File: config.mk
export PLATFORM = sky130hd
export DESIGN_NAME = sram_requester_flat
export DESIGN_NICKNAME = d
export VERILOG_FILES = /design/src/rtl/sram_requester_if.sv /design/src/rtl/sram_requester.sv /design/src/flat_wrapper.sv
export SDC_FILE = /design/constraint.sdc
export NUM_CORES = 1
export LEC_CHECK = 0
export ABC_AREA = 1
export CORE_MARGIN = 5
export CORE_UTILIZATION = 47
export CTS_CLUSTER_SIZE = 30
export DETAILED_ROUTE_END_ITERATION = 10
export GPL_ROUTABILITY_DRIVEN = 0
export MAX_ROUTING_LAYER = met4
export PLACE_DENSITY = 0.77
export SYNTH_ARGS = -nofsm -noshare
export SYNTH_HDL_FRONTEND = slang
export SYNTH_SLANG_ARGS = --single-unit
File: constraint.sdc
create_clock -name clk -period 2.35 [get_ports clk]
set_input_delay 0.705 -clock clk [delete_from_list [all_inputs] [get_ports clk]]
set_output_delay 0.705 -clock clk [all_outputs]
set_load 0.1 [all_outputs]
File: src/rtl/sram_requester_if.sv
// Mux-port bus between one burst requester and the SRAM port mux.
// The requester drives req/addr/wdata and the single-cycle rd/wr strobes.
// The mux/controller side returns rdata with a one-cycle valid pulse, plus busy.
//   master : requester side (drives req, addr, wdata, wr, rd)
//   slave  : mux side (drives rdata, valid, busy)
interface sram_requester_if;
    logic        req;
    logic [15:0] addr;
    logic [15:0] wdata;
    logic        wr;
    logic        rd;
    logic [15:0] rdata;
    logic        valid;
    logic        busy;

    modport master (
        output req, addr, wdata, wr, rd,
        input  rdata, valid, busy
    );

    modport slave (
        input  req, addr, wdata, wr, rd,
        output rdata, valid, busy
    );
endinterface

File: src/rtl/sram_requester.sv
// Burst requester for one port of the SRAM port mux.
// A burst command (start address, length, direction) is turned into one
// rd/wr strobe per word on the mux port. req is held for the whole burst.
// Write words are taken from the wd_* stream. Read words land in a small
// show-ahead FIFO that the client drains through rd_*.
// Ports:
//   clk, rst_n                   clock, asynchronous active-low reset
//   cmd_valid/cmd_ready          command handshake (ready only while idle)
//   cmd_write/cmd_addr/cmd_len   direction, first address, length (0 = 256)
//   wd_valid/wd_data/wd_ready    write-data stream (wd_ready = word consumed)
//   rd_valid/rd_data/rd_ready    read-data FIFO head and pop
//   done                         one-cycle pulse when the last word completes
//   mux                          mux-port bus (master side)
module sram_requester #(
    parameter int BLIND_CYCLES = 2,
    parameter int FIFO_DEPTH   = 4
) (
    input  logic             clk,
    input  logic             rst_n,
    input  logic             cmd_valid,
    output logic             cmd_ready,
    input  logic             cmd_write,
    input  logic [15:0]      cmd_addr,
    input  logic [7:0]       cmd_len,
    input  logic             wd_valid,
    input  logic [15:0]      wd_data,
    output logic             wd_ready,
    output logic             rd_valid,
    output logic [15:0]      rd_data,
    input  logic             rd_ready,
    output logic             done,
    sram_requester_if.master mux
);

    // FIFO_DEPTH must be a power of two >= 2 so the pointers wrap naturally.
    localparam int PTR_W   = (FIFO_DEPTH > 1) ? $clog2(FIFO_DEPTH) : 1;
    localparam int CNT_W   = $clog2(FIFO_DEPTH + 1);
    localparam int BLIND_W = (BLIND_CYCLES > 1) ? $clog2(BLIND_CYCLES + 1) : 1;

    typedef enum logic [1:0] {
        IDLE  = 2'd0,
        ISSUE = 2'd1,
        BLIND = 2'd2,
        WAIT  = 2'd3
    } state_t;

    state_t              state_reg;
    logic                cmd_ready_reg;
    logic                req_reg;
    logic                write_reg;
    logic [15:0]         addr_reg;
    logic [15:0]         wdata_reg;
    logic [8:0]          remaining_reg;
    logic [BLIND_W-1:0]  blind_reg;
    logic                got_valid_reg;

    logic [15:0]         fifo_mem [FIFO_DEPTH];
    logic [PTR_W-1:0]    wr_ptr_reg;
    logic [PTR_W-1:0]    rd_ptr_reg;
    logic [CNT_W-1:0]    count_reg;

    logic pop;
    logic push;
    logic space_ok;
    logic issue;
    logic wr_strobe;
    logic rd_strobe;
    logic word_done;
    logic last_word;

    // ------------------------------------------------------------------
    // Strobe / completion decode. These are Mealy terms: a strobe fires in
    // the same ISSUE cycle that busy drops (or write data shows up), and
    // done fires in the WAIT cycle that completes the last word.
    // ------------------------------------------------------------------
    always_comb begin
        pop       = rd_ready && (count_reg != '0);
        // A pop in the same cycle frees the slot the new read will need.
        space_ok  = (count_reg != CNT_W'(FIFO_DEPTH)) || pop;
        issue     = (state_reg == ISSUE) && !mux.busy &&
                    (write_reg ? wd_valid : space_ok);
        wr_strobe = issue && write_reg;
        rd_strobe = issue && !write_reg;
        // Read data is only accepted while a read word is outstanding.
        push      = mux.valid && !write_reg &&
                    ((state_reg == BLIND) || (state_reg == WAIT));
        word_done = (state_reg == WAIT) && !mux.busy &&
                    (write_reg || got_valid_reg || mux.valid);
        last_word = (remaining_reg == 9'd1);
    end

    assign cmd_ready = cmd_ready_reg;
    assign wd_ready  = wr_strobe;
    assign done      = word_done && last_word;
    assign rd_valid  = (count_reg != '0);
    // Empty FIFO presents zero rather than stale storage.
    assign rd_data   = rd_valid ? fifo_mem[rd_ptr_reg] : 16'h0000;

    assign mux.req   = req_reg;
    assign mux.addr  = addr_reg;
    assign mux.wr    = wr_strobe;
    assign mux.rd    = rd_strobe;
    // wdata shows the new word during its strobe and then holds it.
    assign mux.wdata = wr_strobe ? wd_data : wdata_reg;

    // ------------------------------------------------------------------
    // Burst FSM
    // ------------------------------------------------------------------
    always_ff @(posedge clk or negedge rst_n) begin
        if (!rst_n) begin
            state_reg     <= IDLE;
            cmd_ready_reg <= 1'b0;
            req_reg       <= 1'b0;
            write_reg     <= 1'b0;
            addr_reg      <= 16'h0000;
            wdata_reg     <= 16'h0000;
            remaining_reg <= 9'd0;
            blind_reg     <= '0;
            got_valid_reg <= 1'b0;
        end else begin
            if (push) begin
                got_valid_reg <= 1'b1;
            end

            case (state_reg)
                IDLE: begin
                    if (cmd_valid && cmd_ready_reg) begin
                        write_reg     <= cmd_write;
                        addr_reg      <= cmd_addr;
                        remaining_reg <= (cmd_len == 8'd0) ? 9'd256 : {1'b0, cmd_len};
                        req_reg       <= 1'b1;
                        cmd_ready_reg <= 1'b0;
                        state_reg     <= ISSUE;
                    end else begin
                        // Also raises cmd_ready on the first edge after reset.
                        cmd_ready_reg <= 1'b1;
                    end
                end

                ISSUE: begin
                    if (issue) begin
                        if (write_reg) begin
                            wdata_reg <= wd_data;
                        end
                        got_valid_reg <= 1'b0;
                        blind_reg     <= BLIND_W'(BLIND_CYCLES);
                        state_reg     <= (BLIND_CYCLES == 0) ? WAIT : BLIND;
                    end
                end

                BLIND: begin
                    // busy from before the mux saw this strobe is stale here.
                    blind_reg <= blind_reg - 1'b1;
                    if (blind_reg <= BLIND_W'(1)) begin
                        state_reg <= WAIT;
                    end
                end

                WAIT: begin
                    if (word_done) begin
                        if (last_word) begin
                            req_reg       <= 1'b0;
                            cmd_ready_reg <= 1'b1;
                            state_reg     <= IDLE;
                        end else begin
                            addr_reg      <= addr_reg + 16'd1;
                            remaining_reg <= remaining_reg - 9'd1;
                            state_reg     <= ISSUE;
                        end
                    end
                end

                default: state_reg <= IDLE;
            endcase
        end
    end

    // ------------------------------------------------------------------
    // Read-data FIFO. The ISSUE space check guarantees push never
    // overflows; pop on empty is masked in the pop term.
    // ------------------------------------------------------------------
    always_ff @(posedge clk) begin
        if (push) begin
            fifo_mem[wr_ptr_reg] <= mux.rdata;
        end
    end

    always_ff @(posedge clk or negedge rst_n) begin
        if (!rst_n) begin
            wr_ptr_reg <= '0;
            rd_ptr_reg <= '0;
            count_reg  <= '0;
        end else begin
            if (push) begin
                wr_ptr_reg <= wr_ptr_reg + 1'b1;
            end
            if (pop) begin
                rd_ptr_reg <= rd_ptr_reg + 1'b1;
            end
            case ({push, pop})
                2'b10:   count_reg <= count_reg + 1'b1;
                2'b01:   count_reg <= count_reg - 1'b1;
                default: count_reg <= count_reg;
            endcase
        end
    end

endmodule

File: src/flat_wrapper.sv
// flat-port wrapper written by rule: the top's interface ports become plain ports
module sram_requester_flat 
#(
    parameter int BLIND_CYCLES = 2,
    parameter int FIFO_DEPTH   = 4
)
  (clk, rst_n, cmd_valid, cmd_ready, cmd_write, cmd_addr, cmd_len, wd_valid, wd_data, wd_ready, rd_valid, rd_data, rd_ready, done, mux_req, mux_addr, mux_wdata, mux_wr, mux_rd, mux_rdata, mux_valid, mux_busy);
  sram_requester_if mux_i ();
  input  logic clk;
  input  logic rst_n;
  input  logic cmd_valid;
  output logic cmd_ready;
  input  logic cmd_write;
  input  logic [15:0] cmd_addr;
  input  logic [7:0] cmd_len;
  input  logic wd_valid;
  input  logic [15:0] wd_data;
  output logic wd_ready;
  output logic rd_valid;
  output logic [15:0] rd_data;
  input  logic rd_ready;
  output logic done;
  output wire logic [$bits(mux_i.req)-1:0] mux_req;
  output wire logic [$bits(mux_i.addr)-1:0] mux_addr;
  output wire logic [$bits(mux_i.wdata)-1:0] mux_wdata;
  output wire logic [$bits(mux_i.wr)-1:0] mux_wr;
  output wire logic [$bits(mux_i.rd)-1:0] mux_rd;
  input wire logic [$bits(mux_i.rdata)-1:0] mux_rdata;
  input wire logic [$bits(mux_i.valid)-1:0] mux_valid;
  input wire logic [$bits(mux_i.busy)-1:0] mux_busy;
  assign mux_req = mux_i.req;
  assign mux_addr = mux_i.addr;
  assign mux_wdata = mux_i.wdata;
  assign mux_wr = mux_i.wr;
  assign mux_rd = mux_i.rd;
  assign mux_i.rdata = mux_rdata;
  assign mux_i.valid = mux_valid;
  assign mux_i.busy = mux_busy;
  sram_requester #(.BLIND_CYCLES(BLIND_CYCLES), .FIFO_DEPTH(FIFO_DEPTH)) u_core (.clk(clk), .rst_n(rst_n), .cmd_valid(cmd_valid), .cmd_ready(cmd_ready), .cmd_write(cmd_write), .cmd_addr(cmd_addr), .cmd_len(cmd_len), .wd_valid(wd_valid), .wd_data(wd_data), .wd_ready(wd_ready), .rd_valid(rd_valid), .rd_data(rd_data), .rd_ready(rd_ready), .done(done), .mux(mux_i));
endmodule
Yosys cells after proc, flatten, opt, wreduce, memory -nomap -nowiden
Memories as Yosys holds them, arrays and structs flattened.
Index checks and enable logic that the tools add are counted.

word-level totals
  register bits after elaboration = 56
  bits in writable memories = 64
  memories kept = 1

memories
  memory           depth  bits a word  read ports  clocked after memory_dff  wr ports  RTL line              source
  u_core.fifo_mem  4      16           1           0                         1         sram_requester.sv:57  logic [15:0] fifo_mem [FIFO_DEPTH];

cells by class
  magnitude comparators = 1
  reductions and logical operators = 30
  equality and inequality tests = 13
  $add $sub $neg = 7
  muxes and demuxes = 33

operators with widths
  kind                   number
  $mux 16                5
  $mux 9                 4
  $pmux 16 s2            1
  $pmux 9 s2             1
  $add 16x1->16 const B  1
  $mux 1                 13
  $reduce_and 4->1       3
  $logic_and 1x1->1      11
  $eq 9x1->1 const B     1
  $sub 9x1->9 const B    1
  $logic_not 8->1        1
  $mux 2                 4
  $ne 2x1->1 const B     4
  $pmux 2 s4             1
  $eq 2x2->1 const B     3
  $pmux 3 s2             1
  $reduce_and 3->1       2
  $reduce_bool 2->1      3
  $add 2x1->2 const B    2
  $eq 2x1->1 const B     2
  $logic_or 1x1->1       4
  $ne 2x2->1 const B     2
  $pmux 1 s2             2
  $pmux 2 s2             1
  other kinds (9)        11

Longest topological paths before layout
  depth in word-level cells = 7
  mapped depth = 11
  mapped depth without buffers = 11

Least setup slack after synthesis
Ideal clock, no wire load.

  kind = flip-flop to output port
  from = reg u_core.rd_ptr_reg[1]
  to = out rd_data[10]
  data arrival time = 2,503 ps
  setup slack = -858 ps
  stages on the path, launching flop included = 7
  cell sequence = dfrtp_1 -> buf_2 -> clkinv_1 -> buf_1 -> nor2_1 -> o21ai_0 -> a21oi_1

between the ends
  word-level cells in the longest chain between the ends = 2

RTL lines
  element                   RTL line               source
  start: declaration        sram_requester.sv:59   logic [PTR_W-1:0] rd_ptr_reg;
  start signal: assignment  sram_requester.sv:198  rd_ptr_reg <= rd_ptr_reg + 1'b1;
  $mem_v2 4x16              --
  $mux 16                   sram_requester.sv:97   assign rd_data = rd_valid ? fifo_mem[rd_ptr_reg] : 16'h0000;
  end: declaration          flat_wrapper.sv:20     output logic [15:0] rd_data;

Every way passes these cells.

Worst setup path in the final report
  from = reg u_core.state_reg[1]
  to = out mux_wdata[7]

between the ends
  word-level cells in the longest chain between the ends = 5

RTL lines
  element                          RTL line               source
  start: declaration               sram_requester.sv:47   state_t state_reg;
  start signal: assignment         sram_requester.sv:147  state_reg <= (BLIND_CYCLES == 0) ? WAIT : BLIND;
  $eq 2x1->1                       sram_requester.sv:80   issue = (state_reg == ISSUE) && !mux.busy &&
  $logic_and 1x1->1 (2 in series)  sram_requester.sv:80
  $logic_and 1x1->1                sram_requester.sv:82   wr_strobe = issue && write_reg;
  $mux 16                          sram_requester.sv:104  assign mux.wdata = wr_strobe ? wd_data : wdata_reg;
  end: declaration                 flat_wrapper.sv:25     output wire logic [$bits(mux_i.wdata)-1:0] mux_wdata;

Every way passes these cells.

==> reports/qor.yml <==
final_area_um2: 9910
crit_family: "buffers and inverters"
initial_core_util: 0.473
finalSetupViolCount: 37
drt-initial-drc-count: 356
h-tree-depth: 4
io_buffers: 118
viasPerCell: 5.12
cts_tree: "built"
nNetsFinal: 963
dieHeight_um: 122
antenna_found_initial: 0
worst_pin_slew_ns: 0.502
drv_slew: 0
synth_top_area_frac: 0.326
failed_checks: "negative setup slack"
yosys.cell_count.top_type: "nand2_1"
grt_usage: 0.252
period_needed_ns: 2.68
ys_ff_latch: 120
synth_nets: 773
setup_slack_ns: -0.333
clock_latency_ns: 0.42
avgSynthCellArea_um2: 8.49
dp_hpwl_um: 10600
syn2layout_area_growth_pct: 67.9
yosysSeqAreaShare: 0.563
largest_reg_flops: 64
rr_worst_depth: 11
rsz0062_at_grt: "true"
holdBufCountCts: 0
die_w_um: 122
wire_per_inst_um: 16.0
syn_inst: 695
synth_area_leaders: "edfxtp_1, dfrtp_1, nand2_1"
vias: 5483
synth-edff-count: 64
grt_pass1_wl_um: 28300
synthTopCellsByCount: "nand2_1, nor2_1, edfxtp_1"
synth_top_cell_by_area: "edfxtp_1"
fin_crit_sh: 1.14
max_stage_delay_ns: 0.39
synth_cell_types: 31
crit_path_cell_trace: "inv_2, ha_4, nand2_2, nor2_2, nand2_2, inv_2, nand2_4, inv_6, buf_12, nand2_8, nand2_8, buf_12"
path_class: "flip-flop to output pin"
hold_path.class: "primary input to async pin"
layout-drive-gt1-share: 0.330
cpMaxStageDelayCell: "dfrtp_1"
place_area_um2: 8510
cp_max_fo: 7
yosysWarningCount: 0
ys_async_sr_fraction: 0.467
drt-pass1-iter-count: 5
crit_buf_inv: 5
cp.arrival_ns: 1.98
dieArea_um2: 14900
drt_wl_total_um: 17100
fp-row-count: 41
ys.flop_type: "edfxtp_1"
reg2reg_slack_ns: 0.04
max_cap_violations: 0
post-route-drc-count: 0
grt_max_degree: 38
clock_path_buffers: 2
grt.overflow.total: 0
syn_area_um2: 5900
fmax_ghz: 0.373
r2r-end: "u_core.count_reg[1]$_DFFE_PN0P_"
critPathCaptureType: "output pin"
clock-sinks: 120
slew_headroom: 0.665
ioPinCount: 119
outcome: "finished with violations"
ant_nets: 0
clk_pin_slew_ns: 0.05
num-fill-cells: 745
antennaDiodeCount: 0
hold_viol: 0
required_ns: 1.64
core_area_um2: 12500
start_kind: "flip-flop"
cts_root_buf: "clkbuf_16"
clock_skew_ns: 0.00907
grt_pass1_vias: 5827
r2r-start: "u_core.state_reg[0]$_DFFE_PN0P_"
numCtsBuffers: 17
[metal layers]
| layer | vias up | track usage | part of all wire |
|---|---|---|---|
| met5 | - | - | 0 |
| met1 | 2625 | 0.284 | 0.39 |
| met4 | 0 | 0.0896 | 0.019 |
| met2 | 181 | 0.441 | 0.54 |
| li1 | 2646 | - | - |
| met3 | 31 | 0.0580 | 0.054 |
[worst register-to-register path: cells and delay by family (launching register included)]
kind            cells  cell delay (ns)
fa+ha+maj           3             0.83
buf+inv             5             0.54
flops               1             0.43
simple gates        2             0.28
compound gates      1             0.16
[what timing repair did]
| item | 4_1_cts | 5_1_grt |
|---|---|---|
| resized for setup | 106 | 30 |
| buffers inserted | 26 | 7 |
| endpoints found under the setup margin | 37 | 43 |
| pin swaps | 43 | 16 |
| gates cloned | 6 | 0 |
[area by class of cell]
| type | count | area (µm²) | area share |
|---|---|---|---|
| clock inverter | 13 | 204 | 0.0206 |
| multi-input combinational | 501 | 3090 | 0.312 |
| tap | 172 | 215 | 0.0217 |
| timing repair inverter | 2 | 17.5 | 0.00177 |
| sequential | 120 | 3330 | 0.336 |
| timing repair buffer | 192 | 2400 | 0.242 |
| clock buffer | 19 | 433 | 0.0437 |
| inverter | 51 | 220 | 0.0222 |
[metrics by stage]
step | util | setup TNS [ns] | worst slack [ns] | instances | hold slack [ns]
finish | 0.795 | -7.88 | -0.333 | 1070 | 0.249
global route | 0.795 | -11.69 | -0.447 | 1070 | 0.280
CTS | 0.786 | -9.07 | -0.383 | 1065 | 0.252
detailed placement | 0.683 | -11.37 | -0.588 | 1002 | 0.499
global placement | 0.683 | -10.48 | -0.555 | 1002 | 0.488
floorplan | - | -1.86 | -0.247 | 695 | 0.409
[cells in the final DEF (no fill, tap or decap), types with 6 or more instances in the layout]
master | Yosys | routed
o21ai_1 | 7 | 14
nand2_1 | 219 | 169
clkdlybuf4s50_1 | 0 | 58
nor2_1 | 125 | 103
nand2_4 | 0 | 8
nor2_2 | 0 | 16
nor2_4 | 1 | 7
ha_1 | 13 | 8
nand2_2 | 3 | 26
o21ai_0 | 52 | 25
a21oi_4 | 0 | 16
nand4_1 | 7 | 7
buf_6 | 2 | 6
dfrtp_1 | 56 | 53
clkbuf_16 | 0 | 17
edfxtp_1 | 64 | 64
buf_12 | 0 | 55
buf_4 | 2 | 61
o21ai_2 | 0 | 20
inv_1 | 47 | 40
nand2_8 | 0 | 19
inv_2 | 3 | 6
nand3_1 | 33 | 33
[kinds of logic after synthesis]
kind of cell	synth area share
AND/OR/NAND/NOR	0.274
flip-flops	0.563
AO/OA/AOI/OAI	0.0704
buffers and inverters	0.0524
adder cells (fa/ha/maj)	0.0310
XOR/XNOR	0.00891
[worst max path at each step]
stage	slack (ns)	endpoint	from	cells past startpoint
final	-0.33	mux_wdata[7]	u_core.state_reg[1]$_DFFE_PN0P_	12
after global routing	-0.45	mux_wdata[12]	u_core.state_reg[1]$_DFFE_PN0P_	12
after CTS	-0.38	mux_wdata[0]	u_core.count_reg[1]$_DFFE_PN0P_	9
after detailed placement	-0.59	mux_wdata[7]	mux_busy	12
after global placement	-0.56	mux_wdata[7]	mux_busy	12
after floorplan	-0.25	rd_data[15]	u_core.rd_ptr_reg[0]$_DFFE_PN0P_	6
Power is not shown: default switching activity piles up to over one toggle a cycle in this logic, so the estimate is an artifact.
